===== src/rtl/axi_gpio_irq.sv =====
// axi_gpio_irq: parametrised GPIO on an AXI-Lite-style slave with input synchroniser and edge IRQs.
// Optional byte-lane write strobes: define AXI_GPIO_WSTRB_EN to add the s_wstrb port.
module axi_gpio_irq #(
    parameter int GPIO_W      = 16,
    parameter int SYNC_STAGES = 2
) (
    input  logic              clk,
    input  logic              rst,
    input  logic [31:0]       s_awaddr,
    input  logic              s_awvalid,
    output logic              s_awready,
    input  logic [31:0]       s_wdata,
    input  logic              s_wvalid,
`ifdef AXI_GPIO_WSTRB_EN
    input  logic [3:0]        s_wstrb,
`endif
    output logic              s_wready,
    output logic              s_bvalid,
    output logic [1:0]        s_bresp,
    input  logic              s_bready,
    input  logic [31:0]       s_araddr,
    input  logic              s_arvalid,
    output logic              s_arready,
    output logic [31:0]       s_rdata,
    output logic [1:0]        s_rresp,
    output logic              s_rvalid,
    input  logic              s_rready,
    input  logic [GPIO_W-1:0] gpio_in,
    output logic [GPIO_W-1:0] gpio_out,
    output logic [GPIO_W-1:0] gpio_oe,
    output logic              irq
);
    localparam logic [2:0] REG_IN   = 3'd0;
    localparam logic [2:0] REG_OUT  = 3'd1;
    localparam logic [2:0] REG_DIR  = 3'd2;
    localparam logic [2:0] REG_SET  = 3'd3;
    localparam logic [2:0] REG_CLR  = 3'd4;
    localparam logic [2:0] REG_RISE = 3'd5;
    localparam logic [2:0] REG_FALL = 3'd6;
    localparam logic [2:0] REG_STAT = 3'd7;
    localparam logic [1:0] RESP_OKAY   = 2'b00;
    localparam logic [1:0] RESP_SLVERR = 2'b10;

    logic [SYNC_STAGES-1:0][GPIO_W-1:0] sync_r;
    logic [GPIO_W-1:0] prev_r;
    logic [GPIO_W-1:0] out_r;
    logic [GPIO_W-1:0] dir_r;
    logic [GPIO_W-1:0] rise_en_r;
    logic [GPIO_W-1:0] fall_en_r;
    logic [GPIO_W-1:0] stat_r;
    logic              bvalid_r;
    logic [1:0]        bresp_r;
    logic              rvalid_r;
    logic [1:0]        rresp_r;
    logic [31:0]       rdata_r;

    logic              wr_en_s;
    logic              rd_en_s;
    logic              wr_bad_s;
    logic              rd_bad_s;
    logic [31:0]       strb_mask_s;
    logic [GPIO_W-1:0] wd_s;
    logic [GPIO_W-1:0] wm_s;
    logic [GPIO_W-1:0] sync_s;
    logic [GPIO_W-1:0] rise_s;
    logic [GPIO_W-1:0] fall_s;
    logic [GPIO_W-1:0] w1c_s;
    logic [31:0]       rd_val_s;
    logic              unused_s;

    // Only the low window of the address space is mapped; misaligned or out-of-window is an error.
    function automatic logic addr_bad(input logic [31:0] a);
        return (a[1:0] != 2'b00) || (a[31:5] != 27'd0);
    endfunction

    function automatic logic [31:0] zext(input logic [GPIO_W-1:0] v);
        logic [31:0] r;
        r = 32'd0;
        r[GPIO_W-1:0] = v;
        return r;
    endfunction

`ifdef AXI_GPIO_WSTRB_EN
    assign strb_mask_s = {{8{s_wstrb[3]}}, {8{s_wstrb[2]}}, {8{s_wstrb[1]}}, {8{s_wstrb[0]}}};
`else
    assign strb_mask_s = 32'hFFFF_FFFF;
`endif

    assign wm_s     = strb_mask_s[GPIO_W-1:0];
    assign wd_s     = s_wdata[GPIO_W-1:0] & wm_s;
    assign unused_s = ^{s_wdata, strb_mask_s};

    assign wr_en_s  = s_awvalid && s_wvalid && !bvalid_r;
    assign rd_en_s  = s_arvalid && !rvalid_r;
    assign wr_bad_s = addr_bad(s_awaddr);
    assign rd_bad_s = addr_bad(s_araddr);

    assign sync_s = sync_r[SYNC_STAGES-1];
    assign rise_s = sync_s & ~prev_r & rise_en_r;
    assign fall_s = ~sync_s & prev_r & fall_en_r;

    assign s_awready = !bvalid_r;
    assign s_wready  = !bvalid_r;
    assign s_arready = !rvalid_r;
    assign s_bvalid  = bvalid_r;
    assign s_bresp   = bresp_r;
    assign s_rvalid  = rvalid_r;
    assign s_rresp   = rresp_r;
    assign s_rdata   = rdata_r;
    assign gpio_out  = out_r;
    assign gpio_oe   = dir_r;
    assign irq       = |stat_r;

    // W1C mask for IRQ_STAT, only from an accepted, mapped write
    always_comb begin
        w1c_s = '0;
        if (wr_en_s && !wr_bad_s && (s_awaddr[4:2] == REG_STAT)) begin
            w1c_s = wd_s;
        end else begin
            w1c_s = '0;
        end
    end

    // Read data mux; write-only and unmapped offsets return zero
    always_comb begin
        rd_val_s = 32'd0;
        case (s_araddr[4:2])
            REG_IN:   rd_val_s = zext(sync_s);
            REG_OUT:  rd_val_s = zext(out_r);
            REG_DIR:  rd_val_s = zext(dir_r);
            REG_RISE: rd_val_s = zext(rise_en_r);
            REG_FALL: rd_val_s = zext(fall_en_r);
            REG_STAT: rd_val_s = zext(stat_r);
            default:  rd_val_s = 32'd0;
        endcase
        if (rd_bad_s) begin
            rd_val_s = 32'd0;
        end else begin
            rd_val_s = rd_val_s;
        end
    end

    // Input synchroniser chain and edge-history register
    always_ff @(posedge clk) begin
        if (rst) begin
            sync_r <= '0;
            prev_r <= '0;
        end else begin
            sync_r <= {sync_r[SYNC_STAGES-2:0], gpio_in};
            prev_r <= sync_s;
        end
    end

    // Register file; a new edge beats a same-cycle W1C on IRQ_STAT
    always_ff @(posedge clk) begin
        if (rst) begin
            out_r     <= '0;
            dir_r     <= '0;
            rise_en_r <= '0;
            fall_en_r <= '0;
            stat_r    <= '0;
        end else begin
            if (wr_en_s && !wr_bad_s) begin
                case (s_awaddr[4:2])
                    REG_OUT:  out_r     <= (out_r & ~wm_s) | wd_s;
                    REG_DIR:  dir_r     <= (dir_r & ~wm_s) | wd_s;
                    REG_SET:  out_r     <= out_r | wd_s;
                    REG_CLR:  out_r     <= out_r & ~wd_s;
                    REG_RISE: rise_en_r <= (rise_en_r & ~wm_s) | wd_s;
                    REG_FALL: fall_en_r <= (fall_en_r & ~wm_s) | wd_s;
                    default:  out_r     <= out_r;
                endcase
            end
            stat_r <= (stat_r & ~w1c_s) | rise_s | fall_s;
        end
    end

    // Write response channel
    always_ff @(posedge clk) begin
        if (rst) begin
            bvalid_r <= 1'b0;
            bresp_r  <= RESP_OKAY;
        end else if (wr_en_s) begin
            bvalid_r <= 1'b1;
            bresp_r  <= wr_bad_s ? RESP_SLVERR : RESP_OKAY;
        end else if (bvalid_r && s_bready) begin
            bvalid_r <= 1'b0;
        end
    end

    // Read data channel; data held until the R handshake
    always_ff @(posedge clk) begin
        if (rst) begin
            rvalid_r <= 1'b0;
            rresp_r  <= RESP_OKAY;
            rdata_r  <= 32'd0;
        end else if (rd_en_s) begin
            rvalid_r <= 1'b1;
            rresp_r  <= rd_bad_s ? RESP_SLVERR : RESP_OKAY;
            rdata_r  <= rd_val_s;
        end else if (rvalid_r && s_rready) begin
            rvalid_r <= 1'b0;
        end
    end
endmodule

===== config.mk =====
export PLATFORM = sky130hd
export DESIGN_NAME = axi_gpio_irq
export DESIGN_NICKNAME = d
export VERILOG_FILES = /design/src/rtl/axi_gpio_irq.sv
export SDC_FILE = /design/constraint.sdc
export NUM_CORES = 1
export LEC_CHECK = 0
export CAP_MARGIN = 20
export CELL_PAD_IN_SITES_DETAIL_PLACEMENT = 0
export CELL_PAD_IN_SITES_GLOBAL_PLACEMENT = 1
export CORE_ASPECT_RATIO = 0.6
export CORE_UTILIZATION = 36
export CTS_BUF_LIST = sky130_fd_sc_hd__clkbuf_4
export DETAILED_ROUTE_END_ITERATION = 10
export GPL_TIMING_DRIVEN = 0
export PLACE_DENSITY_LB_ADDON = 0.1
export SETUP_SLACK_MARGIN = 0.2
export SYNTH_ARGS = -nofsm -noshare
export SYNTH_HDL_FRONTEND = slang
export SYNTH_SLANG_ARGS = --single-unit
export TNS_END_PERCENT = 50

===== constraint.sdc =====
create_clock -name clk -period 4.8 [get_ports clk]
set_input_delay 0.96 -clock clk [delete_from_list [all_inputs] [get_ports clk]]
set_output_delay 0.96 -clock clk [all_outputs]
set_load 0.02 [all_outputs]

---- Word-level counts from Yosys, hierarchy flattened ----
Index checks and enable logic that the tools add are counted.
operators by class
  muxes and demuxes ....................... 10
  equality and inequality tests ........... 12
  bitwise operators ....................... 13
  reductions and logical operators ........ 25
operator list
  cell                                           number
  AND 16 bit                                     6
  one-hot mux 16 bit (6 select lines)            1
  NOT 16 bit                                     4
  nonzero test 27 bit                            2
  bitwise OR 16 bit                              3
  one-hot mux 16 bit (3 select lines)            1
  2-to-1 mux 32 bit                              1
  == test 3 bit, second input constant           7
  2-to-1 mux 16 bit                              1
  OR reduction 16 bit                            1
  == test 3 x 2 -> 1 bit, second input constant  3
  AND reduction 2 bit                            4
  nonzero test 2 bit                             4
  logical AND 1 bit                              7
  == test 3 x 1 -> 1 bit, second input constant  2
  2-to-1 mux 1 bit                               4
  2-to-1 mux 2 bit                               2
  zero test 1 bit                                3
  zero test 3 bit                                1
  nonzero test 3 bit                             1
  logical OR 1 bit                               2
word-level totals
  input port bits ......................... 119
  flip-flop bits (word level) ............. 166
  word-level logic and storage cells ...... 73

---- Longest topological paths before layout ----
  word-level depth ........................ 10
  mapped depth ............................ 8
  depth with buffers taken out ............ 5

---- Worst setup path after synthesis ----
OpenSTA, ideal clock, no wires.
  path type ............................... input to register
  start ................................... in s_awaddr[28]
  end ..................................... reg rise_en_r[10]
  stages .................................. 7
  arrival ................................. 2.424 ns
  library setup time ...................... 0.128 ns
  slack ................................... 2.248 ns
  buffers on the path ..................... 2
  cells stage by stage .................... nor4_1 nand4_1 or4_1 buf_2 buf_6 mux2i_1 nor2_1
between the ends
  cells in the longest elaborated chain, start to end .. 5
ends and longest elaborated chain
  what                                  line  source
  from (decl)                           9     input logic [31:0] s_awaddr,
  nonzero test 27 bit                   73    return (a[1:0] != 2'b00) || (a[31:5] != 27'd0);
  logical OR 1 bit                      73
  zero test 1 bit                       163   if (wr_en_s && !wr_bad_s) begin
  logical AND 1 bit                     163
  AND reduction 2 bit (no source line)  -
  to (signal assigned)                  169   REG_RISE: rise_en_r <= (rise_en_r & ~wm_s) | wd_s;
  to (decl)                             48    logic [GPIO_W-1:0] rise_en_r;
No other way between the ends.
A chain may end at the register's enable or synchronous reset.

---- Final worst setup path ----
  start ................................... in s_awaddr[2]
  end ..................................... reg out_r[10], in the netlist gpio_out[10]
between the ends
  cells in the longest elaborated chain, start to end .. 3
ends and longest elaborated chain
  what                                         line  source
  == test 3 bit, or another cell as far along  164   case (s_awaddr[4:2])
  nonzero test 3 bit (no source line)          -
  AND reduction 2 bit (no source line)         -
  to (signal assigned)                         165   REG_OUT: out_r <= (out_r & ~wm_s) | wd_s;
  to (signal assigned)                         167   REG_SET: out_r <= out_r | wd_s;
  to (signal assigned)                         168   REG_CLR: out_r <= out_r & ~wd_s;
  to (decl)                                    46    logic [GPIO_W-1:0] out_r;
Parallel ways exist; a longest one is shown, timed or not.

==> metrics.json <==
{
  "outcome": {"value": "finished clean"},
  "placement.io_buffers": {"value": 156},
  "post_synth_instance_area": {"value": 6310, "unit": "µm²"},
  "cpPeakStageDelay": {"value": 650, "unit": "ps"},
  "grt_antenna_before_repair": {"value": 1},
  "drt_iter0_drcs": {"value": 502},
  "cpLargestDelayFamily": {"value": "buffers and inverters"},
  "depth_of_the_worst_register_to_register_path": {"value": 6},
  "cp_cell_sequence": {"value": "clkdlybuf4s50_1 -> clkbuf_1 -> nor2b_1 -> nor2_1 -> clkbuf_1 -> nor2_1 -> o21ai_0 -> a21oi_1"},
  "crit_path_end_kind": {"value": "register"},
  "hold_path_class": {"value": "reg2reg"},
  "regToRegSetupSlack": {"value": 2260, "unit": "ps"},
  "initial_core_util": {"value": 36.8, "unit": "%"},
  "synth_top_family_by_area": {"value": "simple AND/OR/NAND/NOR gates"},
  "achievable-frequency": {"value": 310, "unit": "MHz"},
  "tns": {"value": 0, "unit": "ps"},
  "postSynthCellCount": {"value": 705},
  "power_per_standard_cell_area": {"value": 265, "unit": "nW/µm²"},
  "tritoncts_clock_tree": {"value": "done"},
  "fp.dieArea": {"value": 18100, "unit": "µm²"},
  "vias": {"value": 5935},
  "postRouteWirelength": {"value": 21600, "unit": "µm"},
  "use_met1": {"value": 35.5, "unit": "%"},
  "cp.buffers_inverters": {"value": 3},
  "arrival": {"value": 3630, "unit": "ps"},
  "first_global_vias": {"value": 5680},
  "grt_pass1_wl": {"value": 33300, "unit": "µm"},
  "cts_resized": {"value": 0},
  "die_height": {"value": 105, "unit": "µm"},
  "hold_depth": {"value": 1},
  "compound_gate_fraction_of_synth_area": {"value": 12.5, "unit": "%"},
  "post-route-drc-count": {"value": 0},
  "worst_pin_slew": {"value": 1100, "unit": "ps"},
  "clk-insertion-delay-late": {"value": 550, "unit": "ps"},
  "crit_fanout": {"value": 10},
  "grt_use_met2": {"value": 35.4, "unit": "%"},
  "cts_hold_buf": {"value": 0},
  "synth.yosys.warnings": {"value": 0},
  "synthDistinctLibCells": {"value": 35},
  "final_max_slew_viol_count": {"value": 0},
  "fin_crit_sh": {"value": 67.1, "unit": "%"},
  "ffs_latches_synth": {"value": 148},
  "hold_path.startpoint": {"value": "sync_r[9]"},
  "grt_start_max_net_pins": {"value": 17},
  "finalClockSkew": {"value": 32.6, "unit": "ps"},
  "hold_ws": {"value": 448, "unit": "ps"},
  "drv_cap": {"value": 0},
  "maximum_clock_path_buffer_count": {"value": 2},
  "crit_type": {"value": "in2reg"},
  "worst_setup_path_start_kind": {"value": "primary input"},
  "wire_per_inst": {"value": 18.9, "unit": "µm"},
  "cts.sinks": {"value": 148},
  "via_to_cell_ratio": {"value": 5.18},
  "setup_viol": {"value": 0},
  "area.sequential": {"value": 2960, "unit": "µm²"},
  "final_core_util": {"value": 49.5, "unit": "%"},
  "reg2reg_start": {"value": "s_bvalid"},
  "muxShareOfSynthArea": {"value": 11.3, "unit": "%"},
  "timing.final.crit_period": {"value": 3220, "unit": "ps"},
  "finalNetCount": {"value": 1016},
  "sum_of_net_half_perimeters_after_detailed_placement": {"value": 15900, "unit": "µm"},
  "post-cts-setup-buffers": {"value": 0},
  "placeableCoreArea": {"value": 17100, "unit": "µm²"},
  "fin_total_pwr": {"value": 0.00225, "unit": "W"},
  "required": {"value": 5210, "unit": "ps"},
  "placementRows": {"value": 37},
  "dr.pass1.iters": {"value": 7},
  "global_route.usage.met3": {"value": 6.30, "unit": "%"},
  "track_usage": {"value": 24.3, "unit": "%"},
  "worstHoldEndpoint": {"value": "sync_s[9]"},
  "nFillCells": {"value": 1656},
  "timing.final.ws_setup": {"value": 1580, "unit": "ps"},
  "timing.final.hold_violations": {"value": 0},
  "post_route_cells_drive_above_1_share": {"value": 8.13, "unit": "%"},
  "cts_root_buffer": {"value": "clkbuf_4"},
  "grt_most_used_layer": {"value": "met1"},
  "grt-ovfl-total": {"value": 0},
  "synth_sequential_area_ratio": {"value": 47.0, "unit": "%"},
  "post_synth_fa_ha_maj_area_fraction": {"value": 0, "unit": "%"},
  "synth_area_in_simple_gates": {"value": 23.7, "unit": "%"},
  "synthToLayoutAreaGrowth": {"value": 34.4, "unit": "%"},
  "normalized_max_slew_margin": {"value": 26.3, "unit": "%"},
  "floorplan.die.width": {"value": 173, "unit": "µm"},
  "vdd_drop_max": {"value": 0.000118, "unit": "V"},
  "final_antenna_net_count": {"value": 0},
  "grt_setup_unrepaired": {"value": "false"},
  "multi_input_comb_area": {"value": 3070, "unit": "µm²"},
  "synth-xor-area-share": {"value": 0, "unit": "%"},
  "design.portCount": {"value": 193},
  "critical-path-slowest-cell": {"value": "nor2_1"},
  "worst_r2r_endpoint": {"value": "gpio_out[14]"},
  "cts_made_buffers": {"value": 17},
  "gp_congestion": {"value": 0.874},
  "synthesis.area_per_instance": {"value": 8.95, "unit": "µm²"},
  "clock_pin_slew_worst_setup_and_hold_paths": {"value": 140, "unit": "ps"},
  "placement.setup.worst_slack": {"value": 1100, "unit": "ps"},
  "htree_num_levels": {"value": 4},
  "p_leak": {"value": 3.33, "unit": "nW"}
}
-- sequential cells by signal, indices dropped and copies added (netlist names), 16 cells and up --
signal     cells
stat_r        16
gpio_out      16
gpio_oe       16
prev_r        16
sync_s        16
s_rdata       16
rise_en_r     16
fall_en_r     16
sync_r        16
-- worst max-delay path by stage --
stage                       from            end  slack (ps)  depth (start not counted)
finish               s_awaddr[2]   gpio_out[10]        1580                          8
global route        s_awaddr[28]   gpio_out[14]        1410                          7
CTS                    stat_r[2]            irq        1570                          3
global placement     s_awaddr[2]   gpio_out[10]        1150                          8
detailed placement   s_awaddr[2]   gpio_out[10]        1100                          8
floorplan           s_awaddr[28]  rise_en_r[10]        2250                          7
-- routing by layer --
layer	vias to the layer above	part of all wire [%]
met5	-	0
met2	279	42
met1	2800	48
met3	13	9.7
met4	0	0.87
li1	2843	-
-- logic make-up after synthesis --
family | Yosys count
buf+inv | 67
mux | 70
other cells | 1
compound gates | 137
flops | 148
simple gates | 282
-- cell usage in the layout (no fill, tap or decap), drive strengths merged --
cell type      Yosys  final
clkdlybuf4s50      0    156
dfxtp            148    148
nor2              78     78
o21ai             71     71
mux2i             59     59
nand2             57     57
nor2b             53     53
clkbuf            33     50
nand3b            33     33
buf               31     31
nand4             23     23
a21oi             22     22
conb               1     18
nor4              17     17
a31oi             16     16
a22oi             16     16
mux2              11     11
inv                3      9
a221oi             8      8
nor3               6      6
clkinv             0      6
and2               4      4
nand2b             3      3
clkinvlp           0      3
and3               2      2
a211oi             2      2
a32o               2      2
diode              0      1
and4               1      1
and3b              1      1
or3                1      1
nor3b              1      1
or4                1      1
nand3              1      1
-- metrics by stage --
| stage | cell area (µm²) | cells |
|---|---|---|
| 2_1_floorplan | 6370 | 722 |
| 6_report | 8480 | 1145 |
| 3_3_place_gp | 8230 | 1112 |
| 5_1_grt | 8480 | 1145 |
| 4_1_cts | 8480 | 1144 |
| 3_5_place_dp | 8230 | 1112 |
-- worst reg2reg max path: cells and delay by family (launching register included) --
family          cells  cell delay (ps)
buf+inv             1              440
simple gates        4             1540
flops               1              350
compound gates      1              150
-- report_power, final --
group | leakage [nW] | switching, W | internal, W
clock network | 0.128 | 0.000513 | 0.000217
registers | 1.20 | 0.0000142 | 0.00125
logic | 2.00 | 0.000132 | 0.000125
-- cell usage after synthesis --
cell	n	area, µm²
a211oi_1	2	15.0
a21oi_1	22	110
a221oi_1	8	70.1
a22oi_1	16	120
a31oi_1	16	100
a32o_1	2	20.0
and2_1	4	25.0
and3_1	2	12.5
and3b_1	1	8.76
and4_1	1	8.76
buf_1	3	11.3
buf_2	8	40.0
buf_4	19	143
buf_6	1	11.3
clkbuf_1	33	124
conb_1	1	3.75
dfxtp_1	148	2960
inv_1	3	11.3
mux2_2	11	124
mux2i_1	59	591
nand2_1	57	214
nand2b_1	3	18.8
nand3_1	1	5.00
nand3b_1	33	248
nand4_1	21	131
nand4_2	2	25.0
nor2_1	78	293
nor2b_1	53	332
nor3_1	6	30.0
nor3b_1	1	7.51
nor4_1	14	87.6
nor4_2	3	37.5
o21ai_0	71	355
or3_1	1	6.26
or4_1	1	7.51
-- layout make-up --
| type | count | share of cell area, % |
|---|---|---|
| inverters | 3 | 0.133 |
| clock buffers | 17 | 1.50 |
| diodes | 1 | 0.0295 |
| plain buffers | 64 | 3.88 |
| multi-input cells | 507 | 36.2 |
| flip-flops and latches | 148 | 34.9 |
| repair buffers | 156 | 18.4 |
| well taps | 234 | 3.45 |
| clock inverters | 15 | 1.45 |
No activity file was read; power rests on OpenSTA's default activity.
